`config.mk`:
```
export PLATFORM = sky130hd
export DESIGN_NAME = dmem_ctrl
export DESIGN_NICKNAME = d
export VERILOG_FILES = /design/src/rtl/dmem_ctrl_pkg.sv /design/src/rtl/dmem_ctrl_lane_unit.sv /design/src/rtl/dmem_ctrl.sv
export SDC_FILE = /design/constraint.sdc
export NUM_CORES = 1
export LEC_CHECK = 0
export CORE_ASPECT_RATIO = 0.75
export CORE_MARGIN = 5
export CORE_UTILIZATION = 42
export DETAILED_ROUTE_END_ITERATION = 7
export GPL_TIMING_DRIVEN = 0
export HOLD_SLACK_MARGIN = 0.1
export PLACE_DENSITY = 0.78
export SLEW_MARGIN = 30
export SYNTH_ARGS = -nofsm -noshare
export SYNTH_HDL_FRONTEND = slang
export SYNTH_HIERARCHICAL = 1
export SYNTH_SLANG_ARGS = --single-unit
```
`constraint.sdc`:
```
create_clock -name clk -period 5.8 [get_ports clk]
set_clock_uncertainty 0.05 [all_clocks]
set_input_delay 1.16 -clock clk [delete_from_list [all_inputs] [get_ports clk]]
set_output_delay 1.16 -clock clk [all_outputs]
set_load 0.03 [all_outputs]
```
`src/rtl/dmem_ctrl_pkg.sv`:
```
// dmem_ctrl_pkg: shared constants for the data-memory controller.
//   - Access size encodings as seen on the pN_size ports.
//   - Controller state encoding.
//   - access_illegal(): size/alignment legality check used at grant time.
package dmem_ctrl_pkg;

    localparam logic [1:0] SZ_BYTE = 2'b00;
    localparam logic [1:0] SZ_HALF = 2'b01;
    localparam logic [1:0] SZ_WORD = 2'b10;

    typedef enum logic [1:0] {
        S_IDLE,
        S_RMW,
        S_RESP
    } state_e;

    // Size 11 is illegal; halves need addr[0] = 0, words need addr[1:0] = 0.
    function automatic logic access_illegal(input logic [1:0] size, input logic [1:0] lo);
        logic bad;
        case (size)
            SZ_BYTE: bad = 1'b0;
            SZ_HALF: bad = lo[0];
            SZ_WORD: bad = (lo != 2'b00);
            default: bad = 1'b1;
        endcase
        return bad;
    endfunction

endpackage

```
`src/rtl/dmem_ctrl_lane_unit.sv`:
```
// dmem_lane_unit: combinational byte-lane logic for the data-memory controller.
//   word    : current memory word (mem_rd)
//   wdata   : right-aligned store data
//   size    : access size (byte/half/word)
//   addr_lo : byte offset within the word
//   uns     : 1 = zero-extend loads, 0 = sign-extend
//   merged  : word with the addressed lane(s) replaced by wdata
//   rdata   : extracted and extended load data
module dmem_lane_unit
    import dmem_ctrl_pkg::*;
#(
    parameter int XLEN = 32
) (
    input  logic [XLEN-1:0] word,
    input  logic [XLEN-1:0] wdata,
    input  logic [1:0]      size,
    input  logic [1:0]      addr_lo,
    input  logic            uns,
    output logic [XLEN-1:0] merged,
    output logic [XLEN-1:0] rdata
);

    logic [7:0]  lane_b;
    logic [15:0] lane_h;

    always_comb begin
        merged = word;
        case (size)
            SZ_BYTE: merged[{addr_lo, 3'b000} +: 8]  = wdata[7:0];
            SZ_HALF: merged[{addr_lo[1], 4'b0000} +: 16] = wdata[15:0];
            default: merged = wdata;
        endcase
    end

    always_comb begin
        lane_b = word[{addr_lo, 3'b000} +: 8];
        lane_h = word[{addr_lo[1], 4'b0000} +: 16];
        case (size)
            SZ_BYTE: rdata = {{(XLEN-8){~uns & lane_b[7]}}, lane_b};
            SZ_HALF: rdata = {{(XLEN-16){~uns & lane_h[15]}}, lane_h};
            default: rdata = word;
        endcase
    end

endmodule

```
`src/rtl/dmem_ctrl.sv`:
```
// dmem_ctrl: shares a single-port, word-write-only data memory between two
// requesters (p0 = CPU MEM stage, p1 = debug/loader) and builds byte/half
// stores as read-modify-write sequences.
//   clk, reset              : clock, synchronous active-high reset
//   pN_req/we/addr/wdata/
//   pN_size/uns             : request (held until pN_ack)
//   pN_ack/rdata/err        : one-cycle completion pulse with load data / error
//   mem_we/mem_a/mem_wd     : word write port to dmem
//   mem_rd                  : combinational dmem read data at mem_a
module dmem_ctrl
    import dmem_ctrl_pkg::*;
#(
    parameter int XLEN   = 32,
    parameter int ADDR_W = 32
) (
    input  logic              clk,
    input  logic              reset,
    input  logic              p0_req,
    input  logic              p0_we,
    input  logic [ADDR_W-1:0] p0_addr,
    input  logic [XLEN-1:0]   p0_wdata,
    input  logic [1:0]        p0_size,
    input  logic              p0_uns,
    output logic              p0_ack,
    output logic [XLEN-1:0]   p0_rdata,
    output logic              p0_err,
    input  logic              p1_req,
    input  logic              p1_we,
    input  logic [ADDR_W-1:0] p1_addr,
    input  logic [XLEN-1:0]   p1_wdata,
    input  logic [1:0]        p1_size,
    input  logic              p1_uns,
    output logic              p1_ack,
    output logic [XLEN-1:0]   p1_rdata,
    output logic              p1_err,
    output logic              mem_we,
    output logic [ADDR_W-1:0] mem_a,
    output logic [XLEN-1:0]   mem_wd,
    input  logic [XLEN-1:0]   mem_rd
);

    state_e            state;
    logic              last_grant;

    logic              gnt_valid;
    logic              gnt_id;
    logic              sel_we;
    logic [ADDR_W-1:0] sel_addr;
    logic [XLEN-1:0]   sel_wdata;
    logic [1:0]        sel_size;
    logic              sel_uns;
    logic              sel_err;

    logic [ADDR_W-1:0] l_addr;
    logic [XLEN-1:0]   l_wdata;
    logic [1:0]        l_size;
    logic              l_uns;
    logic              l_id;

    logic [ADDR_W-1:0] cur_addr;
    logic [XLEN-1:0]   cur_wdata;
    logic [1:0]        cur_size;
    logic              cur_uns;
    logic [XLEN-1:0]   merged;
    logic [XLEN-1:0]   ext;

    // On a tie the port that did not win last time is granted.
    always_comb begin
        gnt_valid = p0_req | p1_req;
        if (p0_req && p1_req) gnt_id = ~last_grant;
        else                  gnt_id = p1_req;
        sel_we    = gnt_id ? p1_we    : p0_we;
        sel_addr  = gnt_id ? p1_addr  : p0_addr;
        sel_wdata = gnt_id ? p1_wdata : p0_wdata;
        sel_size  = gnt_id ? p1_size  : p0_size;
        sel_uns   = gnt_id ? p1_uns   : p0_uns;
        sel_err   = access_illegal(sel_size, sel_addr[1:0]);
    end

    // The lane unit works on the live request in IDLE and on the latched one
    // afterwards, so one instance serves both the grant and the RMW cycle.
    always_comb begin
        if (state == S_IDLE) begin
            cur_addr  = sel_addr;
            cur_wdata = sel_wdata;
            cur_size  = sel_size;
            cur_uns   = sel_uns;
        end else begin
            cur_addr  = l_addr;
            cur_wdata = l_wdata;
            cur_size  = l_size;
            cur_uns   = l_uns;
        end
    end

    dmem_lane_unit #(.XLEN(XLEN)) u_lane (
        .word    (mem_rd),
        .wdata   (cur_wdata),
        .size    (cur_size),
        .addr_lo (cur_addr[1:0]),
        .uns     (cur_uns),
        .merged  (merged),
        .rdata   (ext)
    );

    assign mem_a  = cur_addr;
    assign mem_wd = merged;

    // Reset gates the write directly so an in-flight RMW never commits.
    always_comb begin
        mem_we = 1'b0;
        if (!reset) begin
            case (state)
                S_IDLE:  mem_we = gnt_valid && sel_we && !sel_err && (sel_size == SZ_WORD);
                S_RMW:   mem_we = 1'b1;
                default: mem_we = 1'b0;
            endcase
        end
    end

    always_ff @(posedge clk) begin
        if (reset) begin
            state      <= S_IDLE;
            last_grant <= 1'b1;
            p0_ack     <= 1'b0;
            p0_err     <= 1'b0;
            p0_rdata   <= '0;
            p1_ack     <= 1'b0;
            p1_err     <= 1'b0;
            p1_rdata   <= '0;
            l_addr     <= '0;
            l_wdata    <= '0;
            l_size     <= SZ_BYTE;
            l_uns      <= 1'b0;
            l_id       <= 1'b0;
        end else begin
            p0_ack   <= 1'b0;
            p0_err   <= 1'b0;
            p0_rdata <= '0;
            p1_ack   <= 1'b0;
            p1_err   <= 1'b0;
            p1_rdata <= '0;
            case (state)
                S_IDLE: begin
                    if (gnt_valid) begin
                        last_grant <= gnt_id;
                        l_addr     <= sel_addr;
                        l_wdata    <= sel_wdata;
                        l_size     <= sel_size;
                        l_uns      <= sel_uns;
                        l_id       <= gnt_id;
                        if (sel_err || !sel_we || sel_size == SZ_WORD) begin
                            state <= S_RESP;
                            if (gnt_id) begin
                                p1_ack   <= 1'b1;
                                p1_err   <= sel_err;
                                p1_rdata <= (sel_err || sel_we) ? '0 : ext;
                            end else begin
                                p0_ack   <= 1'b1;
                                p0_err   <= sel_err;
                                p0_rdata <= (sel_err || sel_we) ? '0 : ext;
                            end
                        end else begin
                            state <= S_RMW;
                        end
                    end
                end
                S_RMW: begin
                    state <= S_RESP;
                    if (l_id) p1_ack <= 1'b1;
                    else      p0_ack <= 1'b1;
                end
                default: state <= S_IDLE;
            endcase
        end
    end

endmodule
```
==> impl_results.md, run 1 <==
* Status: complete, no violations
* List of most frequent post-synthesis cells: 139 x dfxtp_1, 131 x nor2_1, 90 x nand2_1
* Total power at 3.48 mW
* PwrDens at between 200 and 300 mW/mm²
* Num CTS Buffers at 17
* Final hold vios at 0
* Area Growth Syn to Fin at 51.7%
* Worst reg2reg path depth at 13
* Netlist Area Pre-Place at ~0.0077 mm²
* Slew Limit Fails at 0
* Most used DFF post-synth: dfxtp_1
* Hold path depth at 2
* Num Clock Sinks at 139
* First-pass GRT wire length at 46.1 mm
* Ports at 305
* Residual DRC count at 0
* Register area share after synthesis at between 30% and 40%
* Critical R2R Capture: p0_rdata[23]
* Endpoint, Worst Hold: l_id
* Endpoint class of the critical path: output port
* Worst EP required at approximately 4600 ps
* Drt total wl at 30.2 mm
* Worst-margin pin slew at ~960 ps
* Post-synth EDFFs at 0
* Die Height at ~130 µm
* All-layer global routing usage at 27.5%
* Cells after synthesis at around 930
* Post-synth ARST share at 0%
* Min cycle time layout at 5670 ps
* Sum Neg Setup Slack at 0 ps
* Hold Crit Class: register to register
* Iteration-0 DRC Markers at about 860
* Leakage at ~4.4 nW
* Worst-path clk slew at about 60 ps
* Beginning of the worst hold path: l_id
* Root Driver: clkbuf_16
* Crit path arrival time at 4460 ps
* Antenna violations before repair at 1
* Starting density of the core at approximately 42%
* Rows at 43
* Total grt overflow at 0
* R2R Setup Slk at 2460 ps
* Largest net degree at the start of global routing at 20
* Final Cycle Share at between 90 and 100%
* Pre-Repair DR Iteration Count at 8
* Placer Congestion at roughly 0.90
* Mapped Nets at approximately 1.1k
* Longest Clk Path Bufs at 2
* Placed instance area at between 0.01 and 0.015 mm²
* Detail Placement HPWL at between 20 and 25 mm
* Cell accounting for the most synthesized area: dfxtp_1
* Vias in the first global route at around 8.3k
* Number of fill cells at ~1.6k
* Fin util at around 64%
* CTS tree: done
* Design area at roughly 0.012 mm²
* WL per Instance at 19.9 µm
* Footprint of the multi-input gates at roughly 0.0045 mm²
* Die Area at roughly 0.021 mm²
* Die Span X at 167 µm
* Slew Limit Headroom at 35.3%
* NumNets Final at 1430
* VDD IR-drop max at between 0.15 and 0.2 mV
* Post-synth top area share at between 30 and 40%
* H-tree levels at 4
* Layout cells sized above 1 at ~13%
* Crit Path Max Fanout at 19
* Clk_lat worst skew at between 400 and 500 ps
* Core area at ~0.018 mm²
* Syn avg cell area at around 8.3 µm²
* Via count normalized by instance count at roughly 5.6
* IO buf count at just over 300
* Reg area at between 0.002 and 0.003 mm²
* Yosys reg bits at 139
* Max-Cap Viols at 0
* Final setup violation count at 0
* Cell variety after synth at 56
* Largest cells by area after synthesis: dfxtp_1 36%, mux2i_1 11%, a211oi_1 7.0%
* Post-CTS Hold Buffers at 0
* Critical Setup Path Class: primary input to output port
* RR Startpoint: state[0]
* DR vias at between 8k and 9k
* Ys Warns at 6
* CP Launch Type: primary input
* Top-count cell post-synth: dfxtp_1
* Routed Antenna Nets at 0
* RSZ-0062 raised after global routing: yes
* Max Fclk at between 0.15 and 0.2 GHz
## per-stage QoR
step | std cells | hold WS (ps) | setup WS [ps]
after floorplan | 929 | 399 | 344
after global placement | 1479 | 419 | -1190
after detailed placement | 1479 | 434 | -1190
after CTS | 1513 | 445 | 61.1
after global routing | 1514 | 465 | -50.3
final | 1515 | 446 | 132
## worst max-delay path, stage by stage
cell             delay [ps]
clkdlybuf4s50_1         500
a21boi_4                260
buf_8                   240
mux2i_4                 320
o21ai_4                 120
buf_6                   190
inv_2                   190
ha_1                    330
nor2b_1                 150
buf_2                   220
a41oi_1                 140
o221ai_1                260
clkdlybuf4s15_2         360
## report_power, final
part,internal (mW),switching (mW)
sequential,1.02,0.0328
combinational,0.550,0.836
clock,0.560,0.480
## worst max path at each step
stage          slack, ps    from         end  cells past startpoint
2_1_floorplan        340  p1_req  mem_wd[24]                     11
3_3_place_gp       -1190  p1_req  mem_wd[11]                     13
3_5_place_dp       -1190  p1_req  mem_wd[11]                     13
4_1_cts               60  p1_req  mem_wd[24]                     13
5_1_grt              -50  p0_req  mem_wd[26]                     13
6_report             130  p0_req  mem_wd[25]                     13
## cells by family after synthesis
kind of cell               Yosys count  synth area share [%]
DFF                                139                  36.0
muxes                               93                  12.3
AOI/OAI and AO/OA                  267                  24.2
and+or+nand+nor                    322                  19.5
buffers and inverters              103                  7.21
adders and majority gates            5                 0.810
## state kept, by name, indices dropped and copies added (netlist names)
signal	cells
l_size	2
p0_err	1
l_wdata	32
l_id	1
p1_rdata	32
p0_rdata	32
last_grant	1
p1_ack	1
p0_ack	1
state	2
l_addr	32
l_uns	1
p1_err	1
## timing repair
action	4_1_cts	5_1_grt
setup buffers	3	0
pin swaps	2	0
resized for setup	91	13
setup endpoints to repair	32	32
## per-layer routing
metal  routed length (µm)  share of wire (%)  vias up  GRT usage [%]
met5                    0                  0        -              0
li1                     -                  -     3960              -
met4                  845                2.8        0           9.04
met1                12300                 41     3896           34.1
met3                 3120                 10       71           9.03
met2                13900                 46      482           45.5
## layout by cell type, fill, tap and decap left out, drive strengths merged, types with 36 or more instances in the layout
| cell type | instances |
|---|---|
| a21oi | 38 |
| dfxtp | 139 |
| nor2 | 144 |
| nand2b | 36 |
| o21ai | 77 |
| clkbuf | 42 |
| buf | 63 |
| clkdlybuf4s50 | 271 |
| nand2 | 90 |
| a211oi | 73 |
| mux2i | 83 |
## area by class of cell
cell class              instances  area share, %
multi-input cells             687           38.1
repair buffers                306           26.0
clock inverters                15           1.08
well taps                     247           2.64
plain buffers                  82           4.12
inverters                      20          0.640
clock buffers                  17           3.63
flip-flops and latches        139           23.7
diodes                          2         0.0427
Power figures use the tool's default switching activity.
==> run 2: changes to the inputs <==
SLEW_MARGIN = default   (was 30)
==> results of run 2 <==
The final DEF is identical to that of run 1; final timing and power are the same.
